===== src/rtl/tcp_test_gen_mc.sv =====
// Multi-channel counter-pattern generator for the SiTCPXG TX interface.
// Round-robin framed blocks with a fractional rate throttle, AFULL stall and one-shot error insertion.

module tcp_test_gen_mc #(
    parameter int NCH   = 4,
    parameter int CNT_W = 32,
    parameter int BLK_W = 16
) (
    input  logic             CLK156M,
    input  logic             RSTs_N,
    input  logic             SiTCPXG_ESTABLISHED,
    input  logic             DATA_GEN,
    input  logic [NCH-1:0]   CH_ENB,
    input  logic [7:0]       TX_RATE,
    input  logic [CNT_W-1:0] NUM_OF_WORDS,
    input  logic [BLK_W-1:0] BLK_WORDS,
    input  logic             INS_ERROR,
    input  logic             SiTCPXG_TX_AFULL,
    output logic [63:0]      SiTCPXG_TX_D,
    output logic [3:0]       SiTCPXG_TX_B,
    output logic             BUSY,
    output logic             DONE,
    output logic [NCH-1:0]   CH_DONE
);

    localparam int CH_W  = (NCH > 1) ? $clog2(NCH) : 1;
    localparam int LEN_W = (CNT_W > BLK_W) ? CNT_W : BLK_W;

    typedef enum logic [1:0] {S_IDLE, S_ARB, S_HDR, S_PAY} state_t;

    state_t           state_q, state_d;
    logic             dgen_q, dgen_d;
    logic             stop_q, stop_d;
    logic [BLK_W-1:0] blk_q, blk_d;
    logic [CH_W-1:0]  rr_q, rr_d;
    logic [CH_W-1:0]  grant_q, grant_d;
    logic [CNT_W-1:0] len_q, len_d;
    logic [CNT_W-1:0] pcnt_q, pcnt_d;
    logic [7:0]       acc_q, acc_d;
    logic             token_q, token_d;
    logic             err_q, err_d;
    logic [63:0]      txd_q, txd_d;
    logic [3:0]       txb_q, txb_d;
    logic             done_q, done_d;
    logic [NCH-1:0]   chdone_q, chdone_d;

    logic [CNT_W-1:0] rem_q  [NCH];
    logic [CNT_W-1:0] rem_d  [NCH];
    logic [15:0]      seq_q  [NCH];
    logic [15:0]      seq_d  [NCH];
    logic [55:0]      wcnt_q [NCH];
    logic [55:0]      wcnt_d [NCH];

    logic             busy;
    logic             start;
    logic             fall;
    logic             emit;
    logic [8:0]       sum;
    logic             found;
    logic [CH_W-1:0]  pick;
    logic [LEN_W-1:0] rem_ext;
    logic [LEN_W-1:0] blk_ext;

    assign busy  = (state_q != S_IDLE);
    assign start = DATA_GEN & ~dgen_q & SiTCPXG_ESTABLISHED & ~busy;
    assign fall  = ~DATA_GEN & dgen_q;
    assign sum   = {1'b0, acc_q} + {1'b0, TX_RATE} + 9'd1;
    assign emit  = token_q & ~SiTCPXG_TX_AFULL & SiTCPXG_ESTABLISHED
                 & ((state_q == S_HDR) | (state_q == S_PAY));

    // Next grant: first channel after the RR pointer (wrapping) with words left.
    always_comb begin
        found = 1'b0;
        pick  = rr_q;
        for (int i = 1; i <= NCH; i++) begin
            int idx;
            idx = (int'(rr_q) + i) % NCH;
            if (!found && rem_q[CH_W'(idx)] != '0) begin
                found = 1'b1;
                pick  = CH_W'(idx);
            end
        end
        rem_ext = LEN_W'(rem_q[pick]);
        blk_ext = LEN_W'(blk_q);
    end

    always_comb begin
        // NOTE: every next-state signal takes its hold value first so no path leaves it unassigned (no latches).
        state_d  = state_q;
        dgen_d   = DATA_GEN;
        stop_d   = stop_q;
        blk_d    = blk_q;
        rr_d     = rr_q;
        grant_d  = grant_q;
        len_d    = len_q;
        pcnt_d   = pcnt_q;
        acc_d    = acc_q;
        token_d  = (token_q & ~emit) | (busy & sum[8]);
        err_d    = INS_ERROR | (err_q & ~(emit & (state_q == S_PAY)));
        txd_d    = txd_q;
        txb_d    = 4'd0;
        done_d   = 1'b0;
        chdone_d = chdone_q;
        rem_d    = rem_q;
        seq_d    = seq_q;
        wcnt_d   = wcnt_q;

        if (busy) begin
            acc_d = sum[7:0];
            if (fall) stop_d = 1'b1;
        end

        case (state_q)
            S_IDLE: begin
                if (start) begin
                    state_d = S_ARB;
                    blk_d   = (BLK_WORDS == '0) ? BLK_W'(1) : BLK_WORDS;
                    stop_d  = 1'b0;
                    err_d   = 1'b0;
                    for (int c = 0; c < NCH; c++) begin
                        rem_d[c]    = CH_ENB[c] ? NUM_OF_WORDS : '0;
                        seq_d[c]    = '0;
                        wcnt_d[c]   = '0;
                        chdone_d[c] = ~CH_ENB[c] | (NUM_OF_WORDS == '0);
                    end
                end
            end
            S_ARB: begin
                if (!found) begin
                    done_d  = 1'b1;
                    state_d = S_IDLE;
                end else if (stop_q || fall) begin
                    state_d = S_IDLE;
                end else begin
                    rr_d    = pick;
                    grant_d = pick;
                    len_d   = (rem_ext > blk_ext) ? CNT_W'(blk_q) : rem_q[pick];
                    pcnt_d  = '0;
                    state_d = S_HDR;
                end
            end
            S_HDR: begin
                if (emit) begin
                    txb_d   = 4'd8;
                    txd_d   = {8'hA5, 8'(grant_q), seq_q[grant_q], 32'(len_q)};
                    state_d = S_PAY;
                end
            end
            S_PAY: begin
                if (emit) begin
                    txb_d = 4'd8;
                    txd_d = {8'(grant_q), wcnt_q[grant_q]} ^ {63'd0, err_q};
                    wcnt_d[grant_q] = wcnt_q[grant_q] + 56'd1;
                    pcnt_d = pcnt_q + CNT_W'(1);
                    if (pcnt_q == len_q - CNT_W'(1)) begin
                        rem_d[grant_q] = rem_q[grant_q] - len_q;
                        seq_d[grant_q] = seq_q[grant_q] + 16'd1;
                        if (rem_q[grant_q] == len_q) chdone_d[grant_q] = 1'b1;
                        state_d = S_ARB;
                    end
                end
            end
            default: state_d = S_IDLE;
        endcase

        // Losing the session abandons the block immediately.
        if (busy && !SiTCPXG_ESTABLISHED) state_d = S_IDLE;
    end

    always_ff @(posedge CLK156M) begin
        if (!RSTs_N) begin
            state_q  <= S_IDLE;
            dgen_q   <= 1'b0;
            stop_q   <= 1'b0;
            blk_q    <= '0;
            rr_q     <= CH_W'(NCH - 1);
            grant_q  <= '0;
            len_q    <= '0;
            pcnt_q   <= '0;
            acc_q    <= '0;
            token_q  <= 1'b0;
            err_q    <= 1'b0;
            txd_q    <= '0;
            txb_q    <= '0;
            done_q   <= 1'b0;
            chdone_q <= '0;
        end else begin
            state_q  <= state_d;
            dgen_q   <= dgen_d;
            stop_q   <= stop_d;
            blk_q    <= blk_d;
            rr_q     <= rr_d;
            grant_q  <= grant_d;
            len_q    <= len_d;
            pcnt_q   <= pcnt_d;
            acc_q    <= acc_d;
            token_q  <= token_d;
            err_q    <= err_d;
            txd_q    <= txd_d;
            txb_q    <= txb_d;
            done_q   <= done_d;
            chdone_q <= chdone_d;
        end
    end

    // NOTE: per-channel counters are fully rewritten on every start, so they carry no reset.
    always_ff @(posedge CLK156M) begin
        rem_q  <= rem_d;
        seq_q  <= seq_d;
        wcnt_q <= wcnt_d;
    end

    assign SiTCPXG_TX_D = txd_q;
    assign SiTCPXG_TX_B = txb_q;
    assign BUSY         = busy;
    assign DONE         = done_q;
    assign CH_DONE      = chdone_q;

endmodule


===== config.mk =====
export PLATFORM = sky130hd
export DESIGN_NAME = tcp_test_gen_mc
export DESIGN_NICKNAME = d
export VERILOG_FILES = /design/src/rtl/tcp_test_gen_mc.sv
export SDC_FILE = /design/constraint.sdc
export NUM_CORES = 1
export LEC_CHECK = 0
export BUFFER_PORTS_ARGS = -buffer_cell sky130_fd_sc_hd__buf_2
export CELL_PAD_IN_SITES_DETAIL_PLACEMENT = 2
export CELL_PAD_IN_SITES_GLOBAL_PLACEMENT = 2
export CORE_MARGIN = 10
export CORE_UTILIZATION = 43
export CTS_BUF_LIST = sky130_fd_sc_hd__clkbuf_8
export CTS_CLUSTER_SIZE = 12
export DETAILED_ROUTE_END_ITERATION = 12
export PLACE_DENSITY_LB_ADDON = 0.1
export SYNTH_ARGS = -nofsm -noshare
export SYNTH_HDL_FRONTEND = slang
export SYNTH_SLANG_ARGS = --single-unit

===== constraint.sdc =====
create_clock -name CLK156M -period 10 [get_ports CLK156M]
set_clock_uncertainty 0.1 [all_clocks]
set_input_delay 1.5 -clock CLK156M [delete_from_list [all_inputs] [get_ports CLK156M]]
set_output_delay 1.5 -clock CLK156M [all_outputs]
set_load 0.1 [all_outputs]

Word level (Yosys, flattened, before mapping)
Cells that the tools add are included.

Add/subtract/negate cells: 11. Multipliers: 0. Divide/modulo/power cells: 0. $lt $le $gt $ge: 10. Equality and inequality tests: 12. Shift-type cells: 0. Muxes and demuxes: 87. Bitwise gates (word level): 38. Reduce and logical (&&, ||, !) cells: 34.

Operators with widths (number): 32-bit two-way mux (21); 224-bit two-way mux (2); 224-bit one-hot mux with 2 select lines (1); 32-bit binary-select mux with 2-bit select (6); 128-bit two-way mux (3); 64-bit two-way mux (5); 128-bit one-hot mux with 2 select lines (1); 64-bit one-hot mux with 2 select lines (2); 224-bit bitwise mux (1); 56-bit two-way mux (3); 128-bit bitwise mux (1); 32-bit nonzero test (4); 56-bit binary-select mux with 2-bit select (1); 56-bit demux with 2-bit select (1); 64-bit bitwise mux (1); 32-bit demux with 2-bit select (1); 32-bit == test (2); 16-bit two-way mux (4); 32-bit one-hot mux with 2 select lines (1); 58-bit by 1-bit bitwise XOR with 58-bit output (1); 56-bit by 1-bit adder with 56-bit output, second input constant (1); 32-bit by 1-bit adder with 32-bit output, second input constant (1); 16-bit binary-select mux with 2-bit select (1); 16-bit demux with 2-bit select (1); 41 further kinds (126).

Register bits: 587. Latch bits: 0. Memory bits (writable): 0. Memory bits (read-only): 0. Memories: 0.

Longest topological paths before layout
Gate-level depths: netlist (run 1).

Depth in word-level cells: 22. Depth in mapped cells: 22. Mapped depth without buffers: 18.

Least setup slack after synthesis (run 1)
No wires, ideal clock.

Path kind: flip-flop to flip-flop. Start point: register state_q[0]. End point: register wcnt_q[0] (netlist bit) (enable). Setup time: 613 ps. Arrival time: 7354 ps. Required time: 9287 ps. Slack: 1934 ps. Cell stages (with the launch flop): 8. Path buffers: 1. Period minus slack after synthesis: 8066 ps. Cells stage by stage: dfxtp_1 > inv_1 > ha_1 > clkbuf_1 > clkinv_1 > or2_2 > o21ai_0 > and2_1.

Word-level cells in the longest chain between the ends: 5. Elaborated cells between the ends (all ways): 12. Classes of those cells: eq/ne: 4; bitwise: 4; reduce/logical: 4.

Ends and longest elaborated chain: start: declaration (RTL line 31) `state_t state_q, state_d;`; start signal: assignment (RTL line 188) `state_q <= state_d;`; 2-bit nonzero test (RTL line 64) `assign busy = (state_q != S_IDLE);`; via BUSY (RTL line 21) `output logic BUSY,`; 1-bit NOT (RTL line 65) `assign start = DATA_GEN & ~dgen_q & SiTCPXG_ESTABLISHED & ~busy;`; 1-bit bitwise AND (RTL line 65); 2-bit inequality test (no line); 3-bit AND reduction (no line); end signal: assignment (RTL line 210) `wcnt_q <= wcnt_d;`; end: declaration (RTL line 51) `logic [55:0] wcnt_q [NCH];`.

The timed path passes the listed nets, and every way through them passes these cells. A chain may end at the register's enable or synchronous reset.

Worst setup path in the final report (run 1)
Start point: register grant_q[1]. End point: register wcnt_q[221] (netlist bit) (data pin).

Word-level cells in the longest chain between the ends: 8. Elaborated cells between the ends (all ways): 13. Classes of those cells: add/sub: 1; order compare: 2; mux: 8; bitwise: 1; reduce/logical: 1.

Ends and longest elaborated chain: start: declaration (RTL line 36) `logic [CH_W-1:0] grant_q, grant_d;`; start signal: assignment (RTL line 193) `grant_q <= grant_d;`; 2-bit NOT with 3-bit output (implied by the code) (*) (RTL line 153) `wcnt_d[grant_q] = wcnt_q[grant_q] + 56'd1;`; 56-bit binary-select mux with 2-bit select (tied with other cells) (RTL line 153); 56-bit two-way mux (implied by the code) / 1-bit logical AND (equally long branches) (RTL line 153); 56-bit two-way mux (implied by the code) (RTL line 153); 56-bit by 1-bit adder with 56-bit output / 56-bit demux with 2-bit select (equally long branches) (RTL line 153); 224-bit bitwise mux (*) (RTL line 153); 224-bit two-way mux (*) (RTL line 150) `if (emit) begin`; 224-bit one-hot mux with 2 select lines (*) (RTL line 113) `case (state_q)`.

Mark *: on every way between the ends. The rest lies on a longest branch, timed or not. The select of a mux whose other input is x is not followed.

==> results of run 1 <==
-- flip-flops by register name, summed over array words and instances, names as in the netlist, 2 cells and up --
signal / count
acc_q: 8
wcnt_q: 224
blk_q: 16
rem_q: 128
len_q: 32
pcnt_q: 32
CH_DONE: 4
grant_q: 2
rr_q: 2
state_q: 2
seq_q: 64
SiTCPXG_TX_D: 59
-- metrics by stage --
| step | hold slack (ns) | utilization | area, µm² | total power [mW] |
|---|---|---|---|---|
| floorplan | 0.341 | - | 33100 | 3.86 |
| global placement | 0.347 | 0.455 | 34600 | 4.32 |
| detailed placement | 0.368 | 0.455 | 34600 | 4.39 |
| CTS | 0.379 | 0.483 | 36700 | 6.75 |
| global route | 0.392 | 0.483 | 36700 | 7.00 |
| finish | 0.374 | 0.483 | 36700 | 6.73 |
-- routing by layer --
metal	part of all wire	routed length, µm	global-route usage	up-vias
met5	0.00024	31	0	-
met4	0.048	6250	0.131	4
met3	0.055	7130	0.0422	260
met2	0.47	60600	0.458	941
met1	0.43	55600	0.373	14641
li1	-	-	-	12249
-- worst paths after layout --
check	startpoint	slack, ns	to
min	SiTCPXG_TX_D[0]	0.37	SiTCPXG_TX_D[0]
min reg2reg	SiTCPXG_TX_D[0]	0.37	SiTCPXG_TX_D[0]
max reg2reg	grant_q[1]	4.15	wcnt_q[221]
max	grant_q[1]	4.15	wcnt_q[221]
-- cell type report --
| type | instances | area (µm²) | area share |
|---|---|---|---|
| antenna | 2 | 5.00 | 0.000136 |
| multi-input combinational | 2306 | 16200 | 0.441 |
| clock inverter | 67 | 419 | 0.0114 |
| tap | 1030 | 1290 | 0.0351 |
| sequential | 579 | 15800 | 0.429 |
| timing repair buffer | 176 | 1000 | 0.0272 |
| inverter | 81 | 312 | 0.00848 |
| clock buffer | 127 | 1750 | 0.0476 |
-- worst reg2reg max path, delay by kind of cell, from the launching register on --
kind | cells | cell delay (ns)
multiplexers | 1 | 0.51
buffers and inverters | 2 | 1.49
AND/OR/NAND/NOR | 6 | 2.19
AO/OA/AOI/OAI | 2 | 0.49
flip-flops | 1 | 0.81
-- power by group --
part           total, mW  switching, mW  internal, mW
sequential          2.79          0.101          2.69
combinational       1.59           1.08         0.502
clock               2.35           1.09          1.26
-- layout by cell type, fill, tap and decap left out, types with 65 or more instances in the layout --
master and n:
inv_1 111, nor3_1 65, edfxtp_1 416, nor2_1 357, dfxtp_1 161, mux4_2 103, xnor2_1 99, a21oi_1 157
buf_2 133, nand2_1 213, nand4_1 71, a22o_1 93, xor2_1 84, a211oi_1 187, o21ai_0 191, nand3_1 106
clkbuf_8 127
-- cells by family (layout without fill, tap and decap cells) --
family / count (synthesis) / after routing / synth area share
AND/OR/NAND/NOR: 1061 / 1061 / 0.156
XOR/XNOR: 183 / 183 / 0.0484
other: 1 / 8 / 0.000113
flip-flops: 579 / 579 / 0.476
AO/OA/AOI/OAI: 824 / 824 / 0.166
buffers and inverters: 317 / 451 / 0.0386
adder cells (fa/ha/maj): 66 / 66 / 0.0254
multiplexers: 166 / 166 / 0.0893
==> impl_metrics.yaml, run 1 <==
routing:
  wl_per_cell_um: 29.7
  avgViaCountPerCell: 6.43
  ant_nets: 0
  via_count: 28095
  drc: 0
  drtIter0Drc: 2226
  wirelength_um: 130000
  firstDrtPassIters: 5
synth:
  syn-cell-area_mm2: 0.0331
  synth_most_common_cell: "edfxtp_1"
  yosys_warnings: 0
  syn_inst: 3197
  synth_common_cells: "416 x edfxtp_1, 360 x nor2_1, 213 x nand2_1, 191 x o21ai_0, 187 x a211oi_1"
  synthDistinctLibCells: 81
  ys.flop_type: "edfxtp_1"
  synth-edff-count: 416
  yosysSeqAreaShare: 0.476
  synthTopCellsByArea: "edfxtp_1 38%, dfxtp_1 9.9%, mux4_2 7.0%"
  yosysTopAreaCell: "edfxtp_1"
  synth-async-reset-ratio: 0
  synth_seq_cells: 579
  synth_top_area_share: 0.377
  syn_area_per_cell_um2: 10.4
layout:
  nets: 3382
  drive_above_1_share: 0.147
  areaGrowthSynthToFinish_pct: 11.0
  instances_no_fill: 4368
  nFillCells: 7915
placed_design:
  gp_congestion: 0.921
  place_hpwl_um: 90100
  dp.cells: 4172
  port_buffers: 133
  dp_slack_ns: 4.11
die:
  initial_core_util: 0.435
  core.rowCount: 101
  die_h_um: 297
  io_pins: 140
  die-area_mm2: 0.0885
  core_region_area_mm2: 0.0761
  die_x_um: 297
sta:
  fmax_mhz: 171
  worst_pin_slew_ns: 1.35
  worst_slack_ns: 4.15
  hold_viol_final: 0
  tns_ns: 0
  rsz0062_at_grt: "no"
  period_needed_ns: 5.85
  relSlewSlack: 0.0956
  setup_viol: 0
  slew_violations: 0
  finalCritPeriodShare: 0.585
worst_setup_path:
  worstPathCellList: "buf_4 > buf_4 > mux4_2 > and4_1 > nand2_1 > nor4_2 > nand2_1 > nor3_2 > nand2_1 > o311ai_0 > o41ai_1"
  worstSetupPathDepth: 11
  crit_top_cell: "nand2_1"
  cp_slowest_cell: "nor4_2"
  critPathMaxFanout: 45
  cp.arrival_ns: 6.21
  crit_family: "simple AND/OR/NAND/NOR gates"
  cp_num_buf_inv: 2
  critPathKind: "flop to flop"
  rr_worst_depth: 11
  worst_path_largest_cell_delay_ns: 0.82
  cp.required_ns: 10.36
  cp-end-kind: "flop"
  startpoint_type: "flop"
grt:
  overflow: 0
  grt_max_degree: 105
  antenna_found_initial: 5
  grt_pass1_vias: 30139
  grt_usage: 0.284
  grt_pass1_wl_um: 196000
power_and_ir_drop:
  p_leak_nw: 12.6
  ir_worst_vdd_mv: 0.114
  power_density_mw_per_mm2: 183
job:
  maxCapViolCount: 0
clock_tree:
  cts_hold_buf: 0
  cts_tree: "yes"
  htreeDepth: 3
  cts_buffers: 106
  cts_root_buf: "clkbuf_8"
  post_cts_resized: 0
  cts_setup_buffers: 0
  clock_latency_ns: 0.75
  path_clk_slew_ns: 0.06
  clkSinkCount: 579
  clk_path_buf_depth: 3
min_path:
  whs_path_depth: 2
  hold_path.class: "flop to flop"
outcome:
  status: "finished clean"
No activity file was read; power rests on OpenSTA's default activity.
==> run 2: changes to the inputs <==
--- a/config.mk
+++ b/config.mk
@@ -9,7 +9,7 @@
 export CELL_PAD_IN_SITES_DETAIL_PLACEMENT = 2
 export CELL_PAD_IN_SITES_GLOBAL_PLACEMENT = 2
 export CORE_MARGIN = 10
-export CORE_UTILIZATION = 43
+export CORE_UTILIZATION = 39
 export CTS_BUF_LIST = sky130_fd_sc_hd__clkbuf_8
 export CTS_CLUSTER_SIZE = 12
 export DETAILED_ROUTE_END_ITERATION = 12
==> constraint.sdc (replaced) <==
create_clock -name CLK156M -period 4.8 [get_ports CLK156M]
set_clock_uncertainty 0.1 [all_clocks]
set_input_delay 0.72 -clock CLK156M [delete_from_list [all_inputs] [get_ports CLK156M]]
set_output_delay 0.72 -clock CLK156M [all_outputs]
set_load 0.1 [all_outputs]
==> run 2 against run 1 <==
Against the previous run: register-to-register slack worse by 4.1 ns; wire length up 2.7%; die area up 9.6%; critical path depth up 10; cell count up 4.7%; clock power up 110%; design area up 3.3%; largest cell class unchanged; largest power group unchanged.
==> impl_metrics.yaml, run 2 (same netlist as run 1, synthesis figures left out) <==
outcome:
  status: "finished clean"
power_and_ir_drop:
  p_leak_nw: 13.2
  power_density_mw_per_mm2: 377
  ir_worst_vdd_mv: 0.224
die:
  core_region_area_mm2: 0.0840
  initial_core_util: 0.394
  core.rowCount: 106
  io_pins: 140
  die_x_um: 311
  die-area_mm2: 0.0969
  die_h_um: 311
sta:
  worst_slack_ns: 0.0217
  setup_viol: 0
  fmax_mhz: 209
  hold_viol_final: 0
  worst_pin_slew_ns: 1.15
  holdWs_ns: 0.106
  period_needed_ns: 4.78
  finalCritPeriodShare: 0.995
  slew_violations: 0
  tns_ns: 0
  relSlewSlack: 0.230
layout:
  reg.largest.list: "wcnt_q x224, rem_q x128, seq_q x64"
  nets: 3475
  mostFrequentLayoutCells: "416 x edfxtp_1, 356 x nor2_1, 213 x nand2_1, 187 x a211oi_1, 185 x o21ai_0"
  areaGrowthSynthToFinish_pct: 14.7
  instances_no_fill: 4573
  final_common_cell: "edfxtp_1"
  drive_above_1_share: 0.172
  top_register: "wcnt_q"
  largest_reg_flops: 224
clock_tree:
  cts_tree: "yes"
  cts_buffers: 107
  clock_latency_ns: 0.77
  cts_root_buf: "clkbuf_8"
  clk_path_buf_depth: 3
  clkSinkCount: 579
  htreeDepth: 3
  path_clk_slew_ns: 0.06
  cts_hold_buf: 0
routing:
  avgViaCountPerCell: 6.14
  wl_per_cell_um: 29.1
  ant_nets: 0
  via_count: 28096
  drc: 0
  dr.max_layer_used: "met5"
  drt-met1-wl_um: 58400
  wirelength_um: 133000
  firstDrtPassIters: 5
  wl_met3_um: 6340
  wl_met2_um: 63900
  drtIter0Drc: 2327
placed_design:
  port_buffers: 133
  gp_congestion: 0.921
  place_hpwl_um: 92800
  dp_slack_ns: -0.190
  dp.cells: 4351
worst_setup_path:
  critPathMaxFanout: 8
  cp_slowest_cell: "edfxtp_1"
  startpoint_type: "flop"
  cp_num_buf_inv: 5
  cp.required_ns: 5.33
  worstPathCellList: "nor4_2 > buf_4 > nand4_1 > a222oi_1 > and4_1 > a31oi_4 > clkbuf_16 > buf_12 > mux2i_1 > mux2i_1 > ha_1 > a21o_1 > a21o_1 > a21oi_2 > o21ai_1 > a21oi_2 > buf_4 > a22o_4 > buf_4 > nand4_1 > nand3_1"
  cp.arrival_ns: 5.31
  crit_top_cell: "buf_4"
  crit_family: "compound AO/OA/AOI/OAI gates"
  critPathKind: "flop to flop"
  worst_path_largest_cell_delay_ns: 0.49
  cp-end-kind: "flop"
min_path:
  hold_path.class: "input port to flop"
job:
  maxCapViolCount: 0
grt:
  grt_pass1_wl_um: 198000
  overflow: 0
  antenna_found_initial: 5
  grt_max_degree: 107
  grt_pass1_vias: 30021
  grt_usage: 0.263
==> run 2: changes by cell type in the layout (fill, tap and decap cells not counted), sizes merged <==
cell    delta
buf       +90
inv       +14
bufinv     -1
clkbuf     -2
==> run 2: per-layer routing <==
layer  vias to the layer above  global-route usage
li1                      12434                   -
met1                     14664               0.349
met2                       789               0.436
met3                       207              0.0386
met4                         2              0.0894
met5                         -                   0
==> run 2: worst reg2reg max path, delay by kind of cell (launching register included) <==
kind                     cells  cell delay, ns
AO/OA/AOI/OAI                8            1.28
flip-flops                   1            0.49
multiplexers                 2            0.52
AND/OR/NAND/NOR              5            1.15
adder cells (fa/ha/maj)      1            0.25
buffers and inverters        5            0.87
==> run 2: final timing paths <==
| kind | start | end | slack, ns | depth (start not counted) |
|---|---|---|---|---|
| worst max-delay path | rem_q[35] | len_q[12] | 0.02 | 21 |
| worst min-delay path | BLK_WORDS[13] | blk_q[13] | 0.11 | 2 |
| worst max register to register | rem_q[35] | len_q[12] | 0.02 | 21 |
| worst min register to register | stop_q | stop_q | 0.38 | 1 |
==> run 2: metrics by stage <==
step / area, µm² / total power [mW] / utilization
final: 38000 / 14.3 / 0.452
after global routing: 38000 / 14.9 / 0.452
after global placement: 35500 / 9.23 / 0.422
after floorplan: 33200 / 8.03 / -
after detailed placement: 35500 / 9.37 / 0.422
after CTS: 37600 / 14.2 / 0.448
==> run 2: timing repair <==
item	CTS	global route
resized for setup	9	34
pin swaps	1	19
gates cloned	0	3
endpoints found under the setup margin	16	16
buffers inserted	0	14
==> run 2: power breakdown <==
group          internal, mW  switching, mW  leakage, nW  total (mW)
clock network          2.50           2.32         1.28        4.82
registers              5.60          0.197         5.26        5.80
logic                  1.30           2.38         6.63        3.68
total                  9.41           4.89         13.2        14.3
==> run 2: layout make-up <==
class,instances,area [µm²]
clock buffers,123,1690
multi-input cells,2306,16400
repair buffers,268,1960
inverters,81,312
clock inverters,80,433
fillers,8792,46000
well taps,1134,1420
flip-flops and latches,579,15800
diodes,2,5.00
==> run 3: changes to the inputs <==
--- a/config.mk
+++ b/config.mk
@@ -13,7 +13,7 @@
 export CTS_BUF_LIST = sky130_fd_sc_hd__clkbuf_8
 export CTS_CLUSTER_SIZE = 12
 export DETAILED_ROUTE_END_ITERATION = 12
-export PLACE_DENSITY_LB_ADDON = 0.1
+export PLACE_DENSITY = 0.8
 export SYNTH_ARGS = -nofsm -noshare
 export SYNTH_HDL_FRONTEND = slang
 export SYNTH_SLANG_ARGS = --single-unit
==> run 3 against run 2 <==
Against the previous run: the flow now finishes with violations (setup timing); core utilization is 0.17 points higher; sequential power barely moved; via count rose by 2.1%; combinational power about the same.
==> impl_metrics.yaml, run 3 (same netlist as run 1, synthesis figures left out) <==
routing:
  via_count: 28692
  avgViaCountPerCell: 6.30
  firstDrtPassIters: 6
  wl_per_cell_um: 28.9
  drc: 0
  ant_nets: 0
  wirelength_um: 132000
  drtIter0Drc: 2508
worst_setup_path:
  cp.arrival_ns: 5.40
  worst_path_largest_cell_delay_ns: 0.55
  worstPathCellList: "nor4_2 > buf_4 > nand4_1 > a222oi_1 > and4_1 > a31oi_4 > buf_12 > buf_6 > bufbuf_16 > mux2i_1 > mux2i_1 > ha_1 > nand4_1 > nor2_2 > a21oi_2 > a22o_4 > buf_12 > buf_12 > nand4_1 > nand3_1"
  cp.required_ns: 5.30
  cp-end-kind: "flop"
  cp_slowest_cell: "a222oi_1"
  critPathMaxFanout: 15
  cp_num_buf_inv: 6
  crit_family: "simple AND/OR/NAND/NOR gates"
  startpoint_type: "flop"
  critPathKind: "flop to flop"
die:
  io_pins: 140
  die-area_mm2: 0.0969
  core_region_area_mm2: 0.0840
  initial_core_util: 0.394
  die_x_um: 311
  die_h_um: 311
  core.rowCount: 106
clock_tree:
  clkSinkCount: 579
  htreeDepth: 3
  clock_latency_ns: 0.78
  clk_path_buf_depth: 3
  cts_hold_buf: 0
  cts_buffers: 105
  cts_root_buf: "clkbuf_8"
  path_clk_slew_ns: 0.07
  cts_tree: "yes"
sta:
  worst_pin_slew_ns: 1.25
  finalCritPeriodShare: 1.02
  rsz0062_at_grt: "yes"
  hold_viol_final: 0
  slew_violations: 0
  fmax_mhz: 204
  worst_slack_ns: -0.0985
  relSlewSlack: 0.161
  holdWs_ns: 0.126
  setup_viol: 13
  period_needed_ns: 4.90
layout:
  final_common_cell: "edfxtp_1"
  instances_no_fill: 4553
  nets: 3458
  largest_reg_flops: 224
  mostFrequentLayoutCells: "416 x edfxtp_1, 356 x nor2_1, 213 x nand2_1, 187 x a211oi_1, 185 x o21ai_0"
  reg.largest.list: "wcnt_q x224, rem_q x128, seq_q x64"
  areaGrowthSynthToFinish_pct: 15.1
  drive_above_1_share: 0.176
  nFillCells: 8683
  top_register: "wcnt_q"
grt:
  overflow: 0
  grt_pass1_wl_um: 197000
  grt_max_degree: 130
  grt_usage: 0.258
  antenna_found_initial: 6
  grt_pass1_vias: 30986
power_and_ir_drop:
  p_leak_nw: 13.2
  finalPower_mw: 14.5
  ir_worst_vdd_mv: 0.306
  power_density_mw_per_mm2: 380
placed_design:
  dp.cells: 4330
  port_buffers: 133
  gp_congestion: 0.944
  place_hpwl_um: 89400
outcome:
  status: "finished with violations"
  violations: "setup timing"
min_path:
  hold_path.class: "input port to flop"
job:
  maxCapViolCount: 0
==> run 3: area by class of cell <==
type,instances,area [µm²],share of cell area
antenna,2,5.00,0.000131
timing repair buffer,253,1900,0.0500
clock inverter,74,495,0.0130
inverter,81,312,0.00818
tap,1134,1420,0.0372
multi-input combinational,2306,16500,0.433
sequential,579,15800,0.414
clock buffer,124,1710,0.0448
==> run 3: final timing paths <==
check                startpoint        end  slack [ns]  cells after the start
setup / recovery      rem_q[16]   len_q[4]        -0.1                     20
setup reg to reg      rem_q[16]   len_q[4]        -0.1                     20
hold / removal    BLK_WORDS[10]  blk_q[10]        0.13                      2
hold reg to reg        acc_q[2]   acc_q[2]        0.37                      2
==> run 3: timing repair <==
action	in CTS	in global routing
resized for setup	9	51
endpoints found under the hold margin	0	0
cloned	1	2
setup endpoints to repair	16	16
pin swaps	2	25
buffers inserted	6	14
==> run 3: power breakdown <==
part           total [mW]  switching, mW  internal (mW)
logic                3.68           2.39           1.29
clock network        5.01           2.33           2.68
registers            5.80          0.198           5.60
==> run 3: stage by stage <==
step	worst slack (ns)	util	instance area [µm²]	setup TNS [ns]
6_report	-0.0985	0.454	38100	-0.779
4_1_cts	0.0286	0.449	37700	0
5_1_grt	-0.179	0.454	38100	-2.55
3_5_place_dp	-0.199	0.421	35300	-2.76
2_1_floorplan	-0.128	-	33200	-16.35
3_3_place_gp	0.0380	0.421	35300	0
==> run 3: routing by layer <==
layer / share of wire / global-route usage / routed length [µm] / vias to the layer above
met1: 0.42 / 0.331 / 54800 / 15012
met4: 0.043 / 0.102 / 5690 / 2
met5: 0.000099 / 0 / 13 / -
li1: - / - / - / 12404
met3: 0.055 / 0.0397 / 7190 / 279
met2: 0.49 / 0.431 / 64000 / 995
